## config.mk

```make
export PLATFORM = sky130hd
export DESIGN_NAME = mem_access_stage_flat
export DESIGN_NICKNAME = d
export VERILOG_FILES = /design/src/rtl/mem_access_stage_if.sv /design/src/rtl/mem_access_stage.sv /design/src/flat_wrapper.sv
export SDC_FILE = /design/constraint.sdc
export NUM_CORES = 1
export LEC_CHECK = 0
export BUFFER_PORTS_ARGS = -buffer_cell sky130_fd_sc_hd__buf_2
export CAP_MARGIN = 20
export CORE_MARGIN = 2
export CORE_UTILIZATION = 30
export CTS_CLUSTER_SIZE = 25
export DETAILED_ROUTE_END_ITERATION = 12
export MAX_ROUTING_LAYER = met4
export PLACE_DENSITY = 0.62
export SLEW_MARGIN = 20
export SYNTH_ARGS = -nofsm -noshare
export SYNTH_HDL_FRONTEND = slang
export SYNTH_SLANG_ARGS = --single-unit
```

## constraint.sdc

```tcl
create_clock -name clk -period 2.3 [get_ports clk]
set_input_delay 0.23 -clock clk [delete_from_list [all_inputs] [get_ports clk]]
set_output_delay 0.23 -clock clk [all_outputs]
set_load 0.05 [all_outputs]
```

## src/rtl/mem_access_stage_if.sv

```systemverilog
// Data-memory request/acknowledge bus between the memory-access stage and data memory.
// The stage drives the request side (master); the memory drives read data and the ack pulse (slave).
interface mem_access_stage_if #(
    parameter int unsigned DW = 16
);
    logic          dmem_req;
    logic          dmem_we;
    logic [DW-1:0] dmem_addr;
    logic [DW-1:0] dmem_wdata;
    logic [DW-1:0] dmem_rdata;
    logic          dmem_ack;

    modport master (
        output dmem_req, dmem_we, dmem_addr, dmem_wdata,
        input  dmem_rdata, dmem_ack
    );

    modport slave (
        input  dmem_req, dmem_we, dmem_addr, dmem_wdata,
        output dmem_rdata, dmem_ack
    );
endinterface

```

## src/rtl/mem_access_stage.sv

```systemverilog
// Memory-access pipeline stage: issues loads/stores over the dmem req/ack bus, stalls upstream
// while an access is outstanding, aborts after MAX_WAIT cycles, and registers the write-back bundle.
module mem_access_stage #(
    parameter int unsigned DW       = 16,
    parameter int unsigned MAX_WAIT = 15
) (
    input  logic                 clk,
    input  logic                 reset,
    input  logic                 mem_acs_in,
    input  logic                 rd_wr_ena_in,
    input  logic [DW-1:0]        mem_adrs_in,
    input  logic [DW-1:0]        alu_out_in,
    input  logic [DW-1:0]        store_data_in,
    input  logic                 write_b_f_in,
    input  logic [2:0]           rf_wa_in,
    input  logic [DW-1:0]        pc_in,
    mem_access_stage_if.master   dmem,
    output logic                 stall,
    output logic [DW-1:0]        wb_data,
    output logic                 wb_en,
    output logic [2:0]           wb_addr,
    output logic [DW-1:0]        pc_mem,
    output logic                 mem_err
);

    typedef enum logic [1:0] {S_IDLE, S_WAIT, S_DONE} state_t;

    localparam logic [7:0] LAST_WAIT = 8'(MAX_WAIT - 1);

    state_t        state_q, state_d;
    logic [7:0]    cnt_q, cnt_d;
    logic          req_q, req_d;
    logic          we_q, we_d;
    logic [DW-1:0] addr_q, addr_d;
    logic [DW-1:0] wdata_q, wdata_d;
    logic [DW-1:0] wb_data_q, wb_data_d;
    logic          wb_en_q, wb_en_d;
    logic [2:0]    wb_addr_q, wb_addr_d;
    logic [DW-1:0] pc_mem_q, pc_mem_d;
    logic          err_q, err_d;

    always_ff @(posedge clk or negedge reset) begin
        if (!reset) begin
            state_q   <= S_IDLE;
            cnt_q     <= '0;
            req_q     <= 1'b0;
            we_q      <= 1'b0;
            addr_q    <= '0;
            wdata_q   <= '0;
            wb_data_q <= '0;
            wb_en_q   <= 1'b0;
            wb_addr_q <= '0;
            pc_mem_q  <= '0;
            err_q     <= 1'b0;
        end else begin
            state_q   <= state_d;
            cnt_q     <= cnt_d;
            req_q     <= req_d;
            we_q      <= we_d;
            addr_q    <= addr_d;
            wdata_q   <= wdata_d;
            wb_data_q <= wb_data_d;
            wb_en_q   <= wb_en_d;
            wb_addr_q <= wb_addr_d;
            pc_mem_q  <= pc_mem_d;
            err_q     <= err_d;
        end
    end

    always_comb begin
        state_d = state_q;
        unique case (state_q)
            S_IDLE:  if (mem_acs_in) state_d = S_WAIT;
            S_WAIT:  if (dmem.dmem_ack || cnt_q == LAST_WAIT) state_d = S_DONE;
            S_DONE:  state_d = S_IDLE;
            default: state_d = S_IDLE;
        endcase
    end

    always_comb begin
        cnt_d     = cnt_q;
        req_d     = req_q;
        we_d      = we_q;
        addr_d    = addr_q;
        wdata_d   = wdata_q;
        wb_data_d = wb_data_q;
        wb_en_d   = wb_en_q;
        wb_addr_d = wb_addr_q;
        pc_mem_d  = pc_mem_q;
        err_d     = err_q;
        unique case (state_q)
            S_IDLE: begin
                if (mem_acs_in) begin
                    req_d   = 1'b1;
                    we_d    = rd_wr_ena_in;
                    addr_d  = mem_adrs_in;
                    wdata_d = store_data_in;
                    wb_en_d = 1'b0;
                    cnt_d   = '0;
                end else begin
                    wb_data_d = alu_out_in;
                    wb_en_d   = write_b_f_in;
                    wb_addr_d = rf_wa_in;
                    pc_mem_d  = pc_in;
                end
            end
            S_WAIT: begin
                if (dmem.dmem_ack) begin
                    req_d     = 1'b0;
                    wb_addr_d = rf_wa_in;
                    pc_mem_d  = pc_in;
                    if (we_q) begin
                        wb_en_d = 1'b0;
                    end else begin
                        wb_data_d = dmem.dmem_rdata;
                        wb_en_d   = write_b_f_in;
                    end
                end else if (cnt_q == LAST_WAIT) begin
                    req_d   = 1'b0;
                    wb_en_d = 1'b0;
                    err_d   = 1'b1;
                end else begin
                    cnt_d = cnt_q + 8'd1;
                end
            end
            S_DONE: wb_en_d = 1'b0;
            default: ;
        endcase
    end

    // Gated by reset so stall drops together with the registered outputs while reset is held.
    always_comb begin
        stall = reset && ((state_q == S_IDLE && mem_acs_in) || state_q == S_WAIT);
    end

    assign dmem.dmem_req   = req_q;
    assign dmem.dmem_we    = we_q;
    assign dmem.dmem_addr  = addr_q;
    assign dmem.dmem_wdata = wdata_q;
    assign wb_data         = wb_data_q;
    assign wb_en           = wb_en_q;
    assign wb_addr         = wb_addr_q;
    assign pc_mem          = pc_mem_q;
    assign mem_err         = err_q;

endmodule

```

## src/flat_wrapper.sv

```systemverilog
// flat-port wrapper written by rule: the top's interface ports become plain ports
module mem_access_stage_flat 
#(
    parameter int unsigned DW       = 16,
    parameter int unsigned MAX_WAIT = 15
)
  (clk, reset, mem_acs_in, rd_wr_ena_in, mem_adrs_in, alu_out_in, store_data_in, write_b_f_in, rf_wa_in, pc_in, stall, wb_data, wb_en, wb_addr, pc_mem, mem_err, dmem_dmem_req, dmem_dmem_we, dmem_dmem_addr, dmem_dmem_wdata, dmem_dmem_rdata, dmem_dmem_ack);
  mem_access_stage_if #(.DW(DW)) dmem_i ();
  input  logic clk;
  input  logic reset;
  input  logic mem_acs_in;
  input  logic rd_wr_ena_in;
  input  logic [DW-1:0] mem_adrs_in;
  input  logic [DW-1:0] alu_out_in;
  input  logic [DW-1:0] store_data_in;
  input  logic write_b_f_in;
  input  logic [2:0] rf_wa_in;
  input  logic [DW-1:0] pc_in;
  output logic stall;
  output logic [DW-1:0] wb_data;
  output logic wb_en;
  output logic [2:0] wb_addr;
  output logic [DW-1:0] pc_mem;
  output logic mem_err;
  output wire logic [$bits(dmem_i.dmem_req)-1:0] dmem_dmem_req;
  output wire logic [$bits(dmem_i.dmem_we)-1:0] dmem_dmem_we;
  output wire logic [$bits(dmem_i.dmem_addr)-1:0] dmem_dmem_addr;
  output wire logic [$bits(dmem_i.dmem_wdata)-1:0] dmem_dmem_wdata;
  input wire logic [$bits(dmem_i.dmem_rdata)-1:0] dmem_dmem_rdata;
  input wire logic [$bits(dmem_i.dmem_ack)-1:0] dmem_dmem_ack;
  assign dmem_dmem_req = dmem_i.dmem_req;
  assign dmem_dmem_we = dmem_i.dmem_we;
  assign dmem_dmem_addr = dmem_i.dmem_addr;
  assign dmem_dmem_wdata = dmem_i.dmem_wdata;
  assign dmem_i.dmem_rdata = dmem_dmem_rdata;
  assign dmem_i.dmem_ack = dmem_dmem_ack;
  mem_access_stage #(.DW(DW), .MAX_WAIT(MAX_WAIT)) u_core (.clk(clk), .reset(reset), .mem_acs_in(mem_acs_in), .rd_wr_ena_in(rd_wr_ena_in), .mem_adrs_in(mem_adrs_in), .alu_out_in(alu_out_in), .store_data_in(store_data_in), .write_b_f_in(write_b_f_in), .rf_wa_in(rf_wa_in), .pc_in(pc_in), .dmem(dmem_i), .stall(stall), .wb_data(wb_data), .wb_en(wb_en), .wb_addr(wb_addr), .pc_mem(pc_mem), .mem_err(mem_err));
endmodule
```

Word-level counts from Yosys, hierarchy flattened --
Index checks and enable logic that the tools add are counted.
Word-level totals: input port bits 89, register bits 81, logic and storage cells 64, output and inout bits 72
Cells by class: equality and inequality tests 11, $add $sub $neg 1, mux-type cells 25, reduce and logical (&&, ||, !) cells 15, bitwise logic cells 1
Operators by type and width (number):
- 2-to-1 mux 16 bit | 5
- case mux 16 bit (2 select lines) | 2
- 2-to-1 mux 8 bit | 3
- case mux 8 bit (2 select lines) | 1
- != test 2 bit, second input constant | 6
- AND reduction 3 bit | 3
- adder 8 x 1 -> 8 bit, second input constant | 1
- equality test 8 x 4 -> 1 bit, second input constant | 1
- AND reduction 4 bit | 2
- 2-to-1 mux 1 bit | 6
- 2-to-1 mux 3 bit | 2
- case mux 3 bit (2 select lines) | 1
- AND reduction 2 bit | 3
- 2-to-1 mux 2 bit | 2
- case mux 2 bit (2 select lines) | 1
- != test 3 x 2 -> 1 bit, second input constant | 1
- case mux 1 bit (3 select lines) | 1
- nonzero test 3 bit | 1
- equality test 2 x 1 -> 1 bit, second input constant | 1
- equality test 2 bit, second input constant | 1
- logical AND 1 bit | 2
- logical NOT 2 bit | 1
- logical OR 1 bit | 2
- != test 2 x 1 -> 1 bit, second input constant | 1
- other kinds (3) | 3

Logic depth before layout (Yosys ltp) --
depth after elaboration 4, gate-level depth with buffers 8, depth with buffers taken out 6

Worst setup path before layout --
No wires, ideal clock.
kind reg2out, start point reg u_core.state_q[1], end point out stall, cell stages (with the launch flop) 6, data arrival time 2005 ps, slack 65 ps, buffers on the path 1, required time 2070 ps, path through dfrtp_1 inv_1 ha_1 buf_2 inv_1 a21boi_0
On the way: word-level cells in the longest chain between the ends 4, elaborated cells on any way between the ends 5, classes of those cells 1 x eq/ne; 4 x reduce/logical
RTL lines:
- start: declaration | line mem_access_stage.sv:30 | state_t state_q, state_d;
- start signal: assignment | line mem_access_stage.sv:56 | state_q <= state_d;
- logical NOT 2 bit | line mem_access_stage.sv:133 | stall = reset && ((state_q == S_IDLE && mem_acs_in) || state_q == S_WAIT);
- logical AND 1 bit | line mem_access_stage.sv:133
- logical OR 1 bit * | line mem_access_stage.sv:133
- logical AND 1 bit * | line mem_access_stage.sv:133
- end: declaration | line flat_wrapper.sv:19 | output logic stall;
Mark *: on every way between the ends. The rest lies on a longest branch, timed or not.

Final worst setup path --
Same ends and word-level chain as after synthesis.

==> metrics <==
CTS clk-pin slew, worst paths 0.06 ns; antenna violations before repair 0; per-cell via count in the routed design 4.67; Max-Cap Viols 0; post-synth design cell area 3570 µm²; post-route non-filler standard cell count 571; violations in the final reports DRC; Antenna Diode Count 0; per-cell routed wire length 13.8 µm; clock sink total 81; top cell type's share of synthesized area 56.8%; cell accounting for the most synthesized area dfrtp_1; nets 518; number of buffer and inverter instances along the worst setup path 3; Achievable Freq 477 MHz; normalized max-slew margin 59.4%; Crit Path Max Fanout 12; Critical Setup Path Class flop to output port; total clock buffers created by CTS 9; minimum clock period after layout 2.10 ns; TritonCTS clock tree done; post-synthesis sequential area ratio 56.8%; dominant cell by count in the synthesized netlist mux2_2; detailed-route DRC error count 9; category of cells accounting for the largest share of critical-path delay buffers and inverters; max-slew violations 0; outcome finished, violations left; measured slew at the worst slew-check pin 0.609 ns; gpl congestion 0.852; final-layout setup total negative slack 0 ns; Syn-to-layout area delta 36.2%; critical path, cell by cell inv_1 > ha_2 > inv_1 > a21boi_0 > buf_2; mean instance size in the synthesized netlist 13.9 µm²; full die area 12800 µm²; maximum clock insertion buffer count 2; first-pass GRT wire length 12.6 mm; clk root buf clkbuf_16; GRT Total Usage 12.9%; count of cell types in the netlist 33; number of endpoints failing setup at the final stage 0; required arrival time at the worst endpoint 2.07 ns; main area contributors after synthesis dfrtp_1, mux2_2, ha_1; Post-Synthesis Net Count 351; Primary FF master, synth dfrtp_1; vias 2669; largest net degree at the start of global routing 51; I/O pin cnt 161; Detail Route Antenna Nets 0; most frequent cells after synthesis mux2_2, dfrtp_1, nand2_1; arrival time at the worst endpoint 1.87 ns; Crit path depth 5; post-synthesis async set-or-reset flop share 100%; share of final-layout standard cells stronger than drive strength 1 63.3%; number of enable-type register cells in the synthesized netlist 0; capturing element type of the critical path output port; Remaining Overflow, GRT 0; gate count of the mapped netlist 256; number of cells in the design after placement 554; area of the core 11500 µm²; CP peak stage delay 0.39 ns; number of cells traversed by the worst register-to-register path 6; # port buffers 160; Die W 113 µm; Slowest cell on crit path dfrtp_1; clock latency at the later pin of the worst-skew pair 0.33 ns; wirelength, routed 7.87 mm; most common cell type on the critical path inv_1; type of the worst min-delay path input pin to flop; post-route clock skew 0.00450 ns; vias in the first global route 2764; vertical extent of the die 113 µm; Worst setup SP type flop; Initial DRC Count 63; RSZ-0062 raised after global routing no; sum of net half-perimeters after detailed placement 5.96 mm; Final period util 91.1%; Fin. Hold Viols 0; depth of the CTS H-tree 3; number of warnings printed during yosys synthesis 0; Hold Path Stages 2; 1st-pass router iterations 8; starting density of the core 31.0%; number of cell rows 39; post-synthesis sequential element count 81
==> layout by cell type, fill, tap and decap left out, types with 2 or more instances in the layout <==
cell         n
a21o_1       2
a21oi_1      5
a41o_1       2
buf_2      159
buf_4        7
bufinv_16    2
clkbuf_16    9
clkinv_2     3
dfrtp_1     81
ha_1         5
inv_1        4
mux2_2      85
mux2i_1      3
nand2_1     13
nand2b_1     3
nand4_1      2
nand4b_1     2
nor2_1       7
nor3_1       3
o21ai_0      9
or4_1        2
==> metal layers <==
metal	up-vias	routed length [µm]	global-route usage [%]	share of wire [%]
li1	1254	-	-	-
met1	1297	3440	15.2	44
met2	104	3710	20.6	47
met3	14	565	3.21	7.2
met4	0	155	6.18	2.0
met5	-	0	-	0
==> worst paths after layout <==
kind,start,slack [ns],endpoint
min in group asynchronous,reset,0.39,u_core.dmem.dmem_we
max reg2reg,u_core.state_q[0],0.31,u_core.cnt_q[1]
min,mem_adrs_in[6],0.12,u_core.dmem.dmem_addr[6]
max in group asynchronous,reset,0.96,u_core.wb_addr[1]
min reg2reg,u_core.mem_err,0.48,u_core.mem_err
max,u_core.state_q[1],0.20,stall
==> through the flow <==
step / hold slack (ns) / cell area, µm² / util, % / worst slack, ns
6_report: 0.125 / 4860 / 42.2 / 0.205
3_3_place_gp: 0.209 / 4530 / 39.4 / 0.378
3_5_place_dp: 0.208 / 4530 / 39.4 / 0.246
2_1_floorplan: -0.0656 / 3570 / - / 0.0650
5_1_grt: 0.114 / 4860 / 42.2 / 0.0853
4_1_cts: 0.113 / 4860 / 42.2 / 0.0422
==> cell type report <==
type	instances	area (µm²)
Fill cell	1114	6660
Sequential cell	81	2030
Multi-Input combinational cell	159	1450
Timing Repair Buffer	168	878
Clock buffer	10	229
Tap cell	143	179
Clock inverter	6	82.6
Inverter	4	15.0
==> sequential cells by signal, summed over array words and instances, names as in the netlist <==
| register | cells |
|---|---|
| u_core.dmem.dmem_req | 1 |
| u_core.wb_en | 1 |
| u_core.dmem.dmem_wdata | 16 |
| u_core.wb_addr | 3 |
| u_core.dmem.dmem_we | 1 |
| u_core.pc_mem | 16 |
| u_core.mem_err | 1 |
| u_core.wb_data | 16 |
| u_core.dmem.dmem_addr | 16 |
| u_core.cnt_q | 8 |
| u_core.state_q | 2 |
==> cell families after synthesis <==
family                   after synthesis  share of synthesized area, %
buffers and inverters                 16                          2.63
flip-flops                            81                          56.8
multiplexers                          88                          27.7
AO/OA/AOI/OAI                         28                          5.47
adder cells (fa/ha/maj)                6                          2.11
AND/OR/NAND/NOR                       37                          5.26
==> repair_timing <==
item / in CTS / in global routing
endpoints found under the hold margin: 31 / 0
setup endpoints to repair: 0 / 1
hold buffers: 1 / 0
gates resized for setup: 0 / 1
buffers inserted: 0 / 0
Power is left out: the tool's default activity adds up to more than one toggle a clock period on the data nets, which glitch-free logic cannot reach.
